===== src/rtl/dm_arbiter_if.sv =====
// Bus bundle between the MEM stage, the debug/loader port, the arbiter and the data memory.
// The slave modport is the arbiter's view. The master modport is the view of the clients and memory.
interface dm_arbiter_if;
    logic        cpu_req;
    logic        cpu_we;
    logic [3:0]  cpu_be;
    logic [31:0] cpu_addr;
    logic [31:0] cpu_wdata;
    logic [31:0] cpu_rdata;
    logic        cpu_ready;

    logic        dbg_req;
    logic        dbg_we;
    logic [31:0] dbg_addr;
    logic [31:0] dbg_wdata;
    logic [31:0] dbg_rdata;
    logic        dbg_ready;

    logic        dm_we;
    logic [31:0] dm_addr;
    logic [31:0] dm_wdata;
    logic [31:0] dm_rdata;

    modport slave (
        input  cpu_req, cpu_we, cpu_be, cpu_addr, cpu_wdata,
        output cpu_rdata, cpu_ready,
        input  dbg_req, dbg_we, dbg_addr, dbg_wdata,
        output dbg_rdata, dbg_ready,
        output dm_we, dm_addr, dm_wdata,
        input  dm_rdata
    );

    modport master (
        output cpu_req, cpu_we, cpu_be, cpu_addr, cpu_wdata,
        input  cpu_rdata, cpu_ready,
        output dbg_req, dbg_we, dbg_addr, dbg_wdata,
        input  dbg_rdata, dbg_ready,
        input  dm_we, dm_addr, dm_wdata,
        output dm_rdata
    );
endinterface


===== src/rtl/dm_arbiter.sv =====
// Single-port data memory arbiter. cpu has fixed priority, and dbg has a bounded wait.
// Partial cpu stores are done as a two-cycle read-modify-write.
module dm_arbiter #(
    parameter int STARVE_LIMIT = 4,
    parameter int CNT_W        = 3
) (
    input  logic         clk,
    input  logic         reset,
    dm_arbiter_if.slave  bus
);
    typedef enum logic [0:0] {IDLE, MERGE} state_t;

    state_t             state_reg, state_next;
    logic [CNT_W-1:0]   streak_reg, streak_next;
    logic [31:0]        merge_reg, merge_next;

    logic [31:0]        merge_data;
    logic [31:0]        cpu_word_addr;
    logic [31:0]        dbg_word_addr;
    logic               dbg_sel;
    logic               dbg_grant;
    logic               cpu_done;
    logic               unused_bits;

    assign cpu_word_addr = {bus.cpu_addr[31:2], 2'b00};
    assign dbg_word_addr = {bus.dbg_addr[31:2], 2'b00};
    assign unused_bits   = &{1'b0, bus.cpu_addr[1:0], bus.dbg_addr[1:0]};

    // Enabled lanes take the store data, and the other lanes keep the current memory word.
    generate
        for (genvar gi = 0; gi < 4; gi++) begin : g_lane
            assign merge_data[8*gi +: 8] = bus.cpu_be[gi] ? bus.cpu_wdata[8*gi +: 8]
                                                          : bus.dm_rdata[8*gi +: 8];
        end
    endgenerate

    assign dbg_sel = bus.dbg_req &
                     (~bus.cpu_req | (streak_reg == CNT_W'(STARVE_LIMIT)));

    always_ff @(posedge clk) begin
        if (!reset) begin
            state_reg  <= IDLE;
            streak_reg <= '0;
            merge_reg  <= '0;
        end else begin
            state_reg  <= state_next;
            streak_reg <= streak_next;
            merge_reg  <= merge_next;
        end
    end

    always_comb begin
        state_next    = state_reg;
        merge_next    = merge_reg;
        dbg_grant     = 1'b0;
        cpu_done      = 1'b0;
        bus.dm_we     = 1'b0;
        bus.dm_addr   = '0;
        bus.dm_wdata  = '0;
        bus.cpu_ready = 1'b0;
        bus.cpu_rdata = '0;
        bus.dbg_ready = 1'b0;
        bus.dbg_rdata = '0;

        // While reset is held, all outputs stay quiet. A pending merge is dropped by the state register.
        if (reset) begin
            unique case (state_reg)
                IDLE: begin
                    if (dbg_sel) begin
                        dbg_grant     = 1'b1;
                        bus.dm_addr   = dbg_word_addr;
                        bus.dbg_rdata = bus.dm_rdata;
                        bus.dbg_ready = 1'b1;
                        if (bus.dbg_we) begin
                            bus.dm_we    = 1'b1;
                            bus.dm_wdata = bus.dbg_wdata;
                        end
                    end else if (bus.cpu_req) begin
                        bus.dm_addr   = cpu_word_addr;
                        bus.cpu_rdata = bus.dm_rdata;
                        if (!bus.cpu_we || bus.cpu_be == 4'h0) begin
                            bus.cpu_ready = 1'b1;
                            cpu_done      = 1'b1;
                        end else if (bus.cpu_be == 4'hF) begin
                            bus.dm_we     = 1'b1;
                            bus.dm_wdata  = bus.cpu_wdata;
                            bus.cpu_ready = 1'b1;
                            cpu_done      = 1'b1;
                        end else begin
                            merge_next = merge_data;
                            state_next = MERGE;
                        end
                    end
                end
                MERGE: begin
                    bus.dm_addr   = cpu_word_addr;
                    bus.dm_we     = 1'b1;
                    bus.dm_wdata  = merge_reg;
                    bus.cpu_rdata = bus.dm_rdata;
                    bus.cpu_ready = 1'b1;
                    cpu_done      = 1'b1;
                    state_next    = IDLE;
                end
                default: state_next = IDLE;
            endcase
        end
    end

    // The streak counts only completed cpu accesses that happen while dbg is waiting.
    always_comb begin
        streak_next = streak_reg;
        if (dbg_grant || !bus.dbg_req)
            streak_next = '0;
        else if (cpu_done && streak_reg != CNT_W'(STARVE_LIMIT))
            streak_next = streak_reg + CNT_W'(1);
    end
endmodule

===== src/flat_wrapper.sv =====
// flat-port wrapper written by rule: the top's interface ports become plain ports
module dm_arbiter_flat 
#(
    parameter int STARVE_LIMIT = 4,
    parameter int CNT_W        = 3
)
  (clk, reset, bus_cpu_req, bus_cpu_we, bus_cpu_be, bus_cpu_addr, bus_cpu_wdata, bus_cpu_rdata, bus_cpu_ready, bus_dbg_req, bus_dbg_we, bus_dbg_addr, bus_dbg_wdata, bus_dbg_rdata, bus_dbg_ready, bus_dm_we, bus_dm_addr, bus_dm_wdata, bus_dm_rdata);
  dm_arbiter_if bus_i ();
  input  logic clk;
  input  logic reset;
  input wire logic [$bits(bus_i.cpu_req)-1:0] bus_cpu_req;
  input wire logic [$bits(bus_i.cpu_we)-1:0] bus_cpu_we;
  input wire logic [$bits(bus_i.cpu_be)-1:0] bus_cpu_be;
  input wire logic [$bits(bus_i.cpu_addr)-1:0] bus_cpu_addr;
  input wire logic [$bits(bus_i.cpu_wdata)-1:0] bus_cpu_wdata;
  output wire logic [$bits(bus_i.cpu_rdata)-1:0] bus_cpu_rdata;
  output wire logic [$bits(bus_i.cpu_ready)-1:0] bus_cpu_ready;
  input wire logic [$bits(bus_i.dbg_req)-1:0] bus_dbg_req;
  input wire logic [$bits(bus_i.dbg_we)-1:0] bus_dbg_we;
  input wire logic [$bits(bus_i.dbg_addr)-1:0] bus_dbg_addr;
  input wire logic [$bits(bus_i.dbg_wdata)-1:0] bus_dbg_wdata;
  output wire logic [$bits(bus_i.dbg_rdata)-1:0] bus_dbg_rdata;
  output wire logic [$bits(bus_i.dbg_ready)-1:0] bus_dbg_ready;
  output wire logic [$bits(bus_i.dm_we)-1:0] bus_dm_we;
  output wire logic [$bits(bus_i.dm_addr)-1:0] bus_dm_addr;
  output wire logic [$bits(bus_i.dm_wdata)-1:0] bus_dm_wdata;
  input wire logic [$bits(bus_i.dm_rdata)-1:0] bus_dm_rdata;
  assign bus_i.cpu_req = bus_cpu_req;
  assign bus_i.cpu_we = bus_cpu_we;
  assign bus_i.cpu_be = bus_cpu_be;
  assign bus_i.cpu_addr = bus_cpu_addr;
  assign bus_i.cpu_wdata = bus_cpu_wdata;
  assign bus_cpu_rdata = bus_i.cpu_rdata;
  assign bus_cpu_ready = bus_i.cpu_ready;
  assign bus_i.dbg_req = bus_dbg_req;
  assign bus_i.dbg_we = bus_dbg_we;
  assign bus_i.dbg_addr = bus_dbg_addr;
  assign bus_i.dbg_wdata = bus_dbg_wdata;
  assign bus_dbg_rdata = bus_i.dbg_rdata;
  assign bus_dbg_ready = bus_i.dbg_ready;
  assign bus_dm_we = bus_i.dm_we;
  assign bus_dm_addr = bus_i.dm_addr;
  assign bus_dm_wdata = bus_i.dm_wdata;
  assign bus_i.dm_rdata = bus_dm_rdata;
  dm_arbiter #(.STARVE_LIMIT(STARVE_LIMIT), .CNT_W(CNT_W)) u_core (.clk(clk), .reset(reset), .bus(bus_i));
endmodule

===== config.mk =====
export PLATFORM = sky130hd
export DESIGN_NAME = dm_arbiter_flat
export DESIGN_NICKNAME = d
export VERILOG_FILES = /design/src/rtl/dm_arbiter_if.sv /design/src/rtl/dm_arbiter.sv /design/src/flat_wrapper.sv
export SDC_FILE = /design/constraint.sdc
export NUM_CORES = 1
export LEC_CHECK = 0
export ABC_CLOCK_PERIOD_IN_PS = 2200
export BUFFER_PORTS_ARGS = -buffer_cell sky130_fd_sc_hd__buf_2
export CORE_AREA = 2 2 116 118
export CTS_CLUSTER_DIAMETER = 40
export CTS_CLUSTER_SIZE = 10
export DETAILED_ROUTE_END_ITERATION = 6
export DIE_AREA = 0 0 118 120
export GPL_TIMING_DRIVEN = 0
export PLACE_DENSITY = 0.65
export RECOVER_POWER = 100
export SLEW_MARGIN = 25
export SYNTH_ARGS = -nofsm -noshare
export SYNTH_HDL_FRONTEND = slang
export SYNTH_SLANG_ARGS = --single-unit

===== constraint.sdc =====
create_clock -name clk -period 2.2 [get_ports clk]
set_clock_uncertainty 0.2 [all_clocks]
set_input_delay 0.11 -clock clk [delete_from_list [all_inputs] [get_ports clk]]
set_output_delay 0.11 -clock clk [all_outputs]
set_load 0.05 [all_outputs]

==> key figures, run 1 <==
Clocking
  • Clock sinks: 36
  • Clk root buf: clkbuf_16
  • Cts hold-fix bufs: 0
  • Worst-path clk slew: 0.06 ns
  • CTS buffer count: 5
  • Clk_lat worst skew: approximately 0.27 ns
  • CTS tree: built
  • Clock H-tree levels: 2
  • CTS Buffer Depth: 2

Synth
  • Area fraction of the dominant cell type after synthesis: 22.0%
  • Yosys reg bits: 36
  • Synthesized area: 3280 µm²
  • Warnings, synthesis: 0
  • Synth Instances: slightly above 400
  • Post-synthesis sequential area ratio: 22.0%
  • Number of synthesized flops with an enable pin: 0
  • Count leader, synth: and2_1
  • Synth top area cells: dfxtp_1, and2_1, mux2i_1
  • Leading area contributor after synthesis: dfxtp_1
  • Netlist cell types: 37
  • Syn Area/Cell: 7.97 µm²
  • Post-synth top flop: dfxtp_1
  • Ys async rst share: 0%
  • Most frequent cells after synthesis: and2_1, dfxtp_1, nand3_1, nor2_1, o21ai_0

Worst setup path
  • Critical-path top delay cell: dfxtp_2
  • Worst reg2reg path depth: 8
  • Critical path class: flop to primary output
  • Cell Chain, Critical Path: inv_2 > ha_4 > nand3_2 > and4_4 > clkbuf_16 > a221oi_2 > nor2_2 > buf_6
  • Reg2reg end: u_core.merge_reg[4]
  • Critical Path Max Stage Delay: 0.32 ns
  • Crit. End Element: primary output
  • R2R Setup Slk: 0.02 ns
  • Worst path arrival time: 1.91 ns
  • Crit path launch type: flop
  • Crit path from: u_core.streak_reg[0]
  • Crit path to: bus_dm_wdata[23]
  • Worst-path maximum fanout: 5
  • WP data required: 1.89 ns
  • R2r startpoint: u_core.streak_reg[0]

Placed design
  • HPWL after DPL: 11,900 µm
  • Port Buffers: 290
  • Routability Congestion: between 0.8 and 0.9
  • Placed Area: 5030 µm²

Finish
  • Post-route cell area: 6870 µm²
  • Layout cell share with drive strength beyond 1: 61.1%
  • Max reg flops: 32
  • Fillers: 1,199
  • Storage cell area: 723 µm²
  • Diodes inserted: 0
  • NumNets Final: between 900 and 1,000
  • Area of the multi-input gates: 2840 µm²
  • Util after Layout: 52.9%
  • Layout overhead on the synthesized area: 109%

Power
  • Combinational Power Share: 50.3%
  • Clock power frac: 24.9%
  • VDD IR-drop max: ~0.00030 V
  • Switching share of power: 39.6%
  • Seq pwr share: 24.8%
  • Int Pwr: 0.00174 W
  • Net Sw Power: approximately 0.0011 W
  • LEAKAGE: about 3.5 nW
  • Pwr per Cell Area: about 420 nW/µm²

Timing
  • Setup TNS: -0.0521 ns
  • RSZ-0062 raised after global routing: yes
  • Final hold vios: 0
  • Worst relative slew slack: between 60% and 70%
  • Final worst path period share: 101%
  • Slew Viols, Final: 0
  • Finish-stage setup viols: 7
  • Worst-Margin Slew: 0.557 ns
  • Tmin final: 2.22 ns
  • Worst setup margin: -0.0150 ns
  • Fmax: 0.451 GHz

Drt
  • DRC errors left: 0
  • Total detailed-routing wirelength: 17,700 µm
  • Via count: 4,613
  • Initial DRC count: around 240
  • Antenna Nets Post-Route: 0
  • Via-per-instance ratio: 5.09
  • Routed WL per cell: slightly below 20 µm
  • First-pass DRT Iterations: 4

Floorplan
  • Chip width: 118 µm
  • Starting density of the core: between 20% and 30%
  • Die Ht: ~120 µm
  • Site row count: 42
  • Boundary Pins: 301
  • Core ar.: 13,000 µm²
  • Die area: 14,200 µm²

Global route
  • Antenna violations before repair: 0
  • GRT Total Usage: 21.5%
  • First-pass GRT wire length: 24,200 µm
  • Vias in the first global route: 4,556
  • Largest net degree at the start of global routing: 11
  • Total grt overflow: 0

Min path
  • Worst hold path class: input port to flop

Run status
  • Failing checks: setup timing
  • Status: finished with violations

Flow run
  • Max-cap violation count: 0
-- logic make-up (layout without fill, tap and decap cells) --
group / count (synthesis) / in the layout / share of synthesized area, %
AND/OR/NAND/NOR: 149 / 150 / 25.2
buffers and inverters: 55 / 371 / 8.46
flip-flops: 36 / 36 / 22.0
adder cells (fa/ha/maj): 2 / 2 / 0.762
multiplexers: 32 / 32 / 9.76
other: 1 / 2 / 0.114
AO/OA/AOI/OAI: 137 / 137 / 33.8
-- layout by cell type, fill, tap and decap left out, types with 4 or more instances in the layout --
cell	synthesis	layout
a221oi_2	0	13
a221oi_4	0	16
a22o_1	30	30
and2_1	68	50
and2_4	0	18
buf_12	0	5
buf_2	9	165
buf_4	4	47
buf_6	6	93
buf_8	0	21
clkbuf_1	32	16
clkbuf_16	0	13
clkbuf_2	0	6
dfxtp_1	36	34
mux2i_1	32	32
nand3_1	34	33
nor2_1	34	4
nor2_2	0	29
o211a_1	32	32
o21ai_0	33	33
-- worst max-delay path, delay by kind of cell (launching register included) --
family          cells  cell delay (ns)
simple gates        3             0.42
buf+inv             3             0.41
flops               1             0.32
compound gates      1             0.30
fa+ha+maj           1             0.17
-- worst min path at each step --
stage                         start              endpoint  slack [ns]  cells past startpoint
2_1_floorplan      bus_dm_rdata[30]  u_core.merge_reg[30]        0.18                      3
3_3_place_gp   u_core.merge_reg[11]  u_core.merge_reg[11]        0.27                      1
3_5_place_dp   u_core.merge_reg[31]  u_core.merge_reg[31]        0.28                      1
4_1_cts            bus_dm_rdata[30]  u_core.merge_reg[30]        0.02                      4
5_1_grt            bus_dm_rdata[14]  u_core.merge_reg[14]        0.03                      4
6_report           bus_dm_rdata[14]  u_core.merge_reg[14]        0.02                      4
-- routing by layer --
| layer | wire length, µm | GRT usage [%] | vias up |
|---|---|---|---|
| li1 | - | - | 2190 |
| met1 | 6720 | 24.4 | 2207 |
| met2 | 9740 | 41.9 | 196 |
| met3 | 977 | 3.66 | 20 |
| met4 | 255 | 4.29 | 0 |
| met5 | 0 | 0 | - |
-- power by group through the flow --
stage                     logic, W  clock network [W]  registers, W
after global routing       0.00152           0.000764      0.000721
after floorplan           0.000746                  0      0.000724
after CTS                  0.00131           0.000736      0.000715
final                      0.00145           0.000716      0.000716
after global placement     0.00111                  0      0.000727
after detailed placement   0.00112                  0      0.000729
-- repair_timing --
item / CTS / global route
pin swaps: 10 / 31
setup endpoints to repair: 132 / 158
buffers inserted: 6 / 3
resized for setup: 274 / 151
cloned: 2 / 9
-- metrics by stage --
step / instances / hold slack (ns) / worst slack, ns / total power, W
after CTS: 894 / 0.0223 / -0.00148 / 0.00277
after global placement: 879 / 0.275 / -0.432 / 0.00184
after floorplan: 413 / 0.182 / 0.0226 / 0.00147
final: 906 / 0.0234 / -0.0150 / 0.00288
after detailed placement: 879 / 0.281 / -0.436 / 0.00184
after global routing: 906 / 0.0281 / -0.107 / 0.00300
-- final cells by class --
cell class,count,share of cell area [%]
clock buffer,8,2.13
sequential,36,10.5
multi-input combinational,323,41.3
inverter,3,0.164
tap,176,3.21
timing repair buffer,309,35.2
buffer,51,7.40
No activity file was read; power rests on OpenSTA's default activity.
==> run 2: changes to the inputs <==
==> constraint.sdc (replaced) <==
create_clock -name clk -period 2.2 [get_ports clk]
set_clock_uncertainty 0.2 [all_clocks]
set_input_delay 0.11 -clock clk [delete_from_list [all_inputs] [get_ports clk]]
set_output_delay 0.11 -clock clk [all_outputs]
set_load 0.1 [all_outputs]
==> run 2 against run 1 <==
The flow still finishes with violations (setup timing). Routed wire length rose by 10%. Total power rose by 27%. Die area did not move. Non-clock buffer count rose by 3. Sequential power barely moved. Combinational power rose by 52%. Global-route usage rose by 4.0 points. Hold slack improved by 0.011 ns. Cell count rose by 0.44%. Design area rose by 23%. Critical path depth did not move. Critical endpoint is now bus_dm_addr[21]. Largest cell class unchanged. Highest routed layer unchanged.
==> key figures, run 2 (synthesis results as in run 1) <==
Global route
  • First-pass GRT wire length: 28,400 µm (was 24,200 µm)
  • GRT Total Usage: 25.5% (was 21.5%)
  • Total grt overflow: 0 (unchanged)
  • Antenna violations before repair: 1 (was 0)
  • Vias in the first global route: 5,108 (was 4,556)
  • Largest net degree at the start of global routing: 11 (unchanged)

Clocking
  • Clk root buf: clkbuf_16 (unchanged)
  • Worst-path clk slew: 0.06 ns (about the same)
  • Cts hold-fix bufs: 0 (unchanged)
  • CTS tree: built (unchanged)
  • Clk_lat worst skew: 0.28 ns (was 0.27 ns)
  • CTS Buffer Depth: 2 (unchanged)
  • Clock H-tree levels: 2 (unchanged)
  • CTS buffer count: 5 (unchanged)
  • Clock sinks: 36 (unchanged)

Power
  • Pwr per Cell Area: 432 nW/µm² (was 420 nW/µm²)
  • LEAKAGE: 3.94 nW (was 3.45 nW)
  • VDD IR-drop max: 0.000301 V (was 0.000298 V)

Worst setup path
  • Worst-path maximum fanout: 10 (was 5)
  • Crit. End Element: primary output (unchanged)
  • Crit path launch type: flop (unchanged)
  • Worst path arrival time: 1.97 ns (was 1.91 ns)
  • Critical path class: flop to primary output (unchanged)
  • WP data required: 1.89 ns (about the same)

Finish
  • Fillers: 961 (was 1,199)
  • Storage cell area: 723 µm² (unchanged)
  • Max reg flops: 32 (unchanged)
  • Post-route cell area: 8450 µm² (was 6870 µm²)
  • Area of the multi-input gates: 3450 µm² (was 2840 µm²)
  • Layout overhead on the synthesized area: 157% (was 109%)
  • Most frequent cells in the layout: buf_2, buf_12, buf_6, and2_2, dfxtp_1 (was buf_2, buf_6, and2_1, buf_4, dfxtp_1)
  • Layout cell share with drive strength beyond 1: 73.0% (was 61.1%)
  • NumNets Final: 904 (was 901)
  • Commonest non-fill, non-tap cell in the layout: buf_2 (unchanged)

Run status
  • Failing checks: setup timing (unchanged)
  • Status: finished with violations (unchanged)

Timing
  • Slew Viols, Final: 0 (unchanged)
  • Tmin final: 2.28 ns (was 2.22 ns)
  • Worst-Margin Slew: 0.610 ns (was 0.557 ns)
  • Final hold vios: 0 (unchanged)
  • RSZ-0062 raised after global routing: yes (unchanged)
  • Worst relative slew slack: 59.3% (was 62.9%)
  • Fmax: 0.438 GHz (was 0.451 GHz)
  • Finish-stage setup viols: 87 (was 7)
  • Final worst path period share: 104% (was 101%)
  • Worst setup margin: -0.0846 ns (was -0.0150 ns)
  • Setup TNS: -3.79 ns (was -0.0521 ns)

Floorplan
  • Die Ht: 120 µm (unchanged)
  • Chip width: 118 µm (unchanged)
  • Core ar.: 13,000 µm² (unchanged)
  • Die area: 14,200 µm² (unchanged)
  • Boundary Pins: 301 (unchanged)
  • Starting density of the core: 25.3% (unchanged)
  • Site row count: 42 (unchanged)

Min path
  • Worst hold path class: input port to flop (unchanged)

Drt
  • Routed WL per cell: 21.4 µm (was 19.5 µm)
  • Initial DRC count: 176 (was 235)
  • Via count: 4,845 (was 4,613)
  • Total detailed-routing wirelength: 19,500 µm (was 17,700 µm)
  • Via-per-instance ratio: 5.32 (was 5.09)
  • DRC errors left: 0 (unchanged)
  • First-pass DRT Iterations: 4 (unchanged)
  • Antenna Nets Post-Route: 0 (unchanged)

Placed design
  • Port Buffers: 290 (unchanged)
  • HPWL after DPL: 12,100 µm (was 11,900 µm)
  • Placed Area: 5320 µm² (was 5030 µm²)
  • Routability Congestion: 0.822 (was 0.841)

Flow run
  • Max-cap violation count: 0 (unchanged)
-- run 2: cell types whose count changed in the layout (fill, tap and decap cells not counted), sizes merged --
cell / delta
buf: +4
clkbuf: -1
diode: +1
-- run 2: power by group --
group	total [W]	switching, W	internal, W
clock	0.000723	0.000271	0.000452
sequential	0.000718	0.0000212	0.000696
combinational	0.00221	0.00138	0.000830
total	0.00365	0.00167	0.00198
-- run 2: per-layer routing --
metal  GRT usage (%)  wire, µm
met3            3.94      1040
met2            49.4     10700
met4            7.98       527
met1            28.3      7210
met5               0         0
-- run 2: worst paths after layout --
| path | startpoint | endpoint | slack [ns] | depth (start not counted) |
|---|---|---|---|---|
| setup reg to reg | u_core.streak_reg[0] | u_core.merge_reg[4] | 0.14 | 9 |
| setup / recovery | u_core.streak_reg[0] | bus_dm_addr[21] | -0.08 | 8 |
| hold reg to reg | u_core.merge_reg[0] | u_core.merge_reg[0] | 0.29 | 1 |
| hold / removal | bus_dm_rdata[17] | u_core.merge_reg[17] | 0.03 | 4 |
-- run 2: what timing repair did --
action	4_1_cts	5_1_grt
pin swaps	38	8
setup endpoints to repair	129	148
buffers inserted	10	2
gates cloned	7	4
gates resized for setup	576	100
-- run 2: metrics by stage --
step                      hold WS (ns)  worst slack (ns)  utilization (%)  total power (W)  std cells
after floorplan                  0.182           -0.0899                -          0.00194        413
after global placement           0.274            -0.648             41.0          0.00230        879
after detailed placement         0.280            -0.665             41.0          0.00230        879
after CTS                       0.0203           -0.0642             62.0          0.00355        904
after global routing            0.0586            -0.144             65.1          0.00377        910
final                           0.0347           -0.0846             65.1          0.00365        910
-- run 2: worst max-delay path, cell delays in order (launching register included) --
cell     delay, ns
dfxtp_2       0.34
inv_2         0.05
ha_4          0.17
and2_4        0.17
a31oi_4       0.25
buf_12        0.21
buf_12        0.15
a22o_2        0.18
buf_12        0.17
-- run 2: area by class of cell --
class | instances | share of cell area, %
Multi-Input combinational cell | 323 | 40.8
Timing Repair Buffer | 312 | 40.1
Inverter | 3 | 0.133
Clock buffer | 8 | 1.73
Buffer | 51 | 6.04
Tap cell | 176 | 2.61
Antenna cell | 1 | 0.0296
Sequential cell | 36 | 8.56
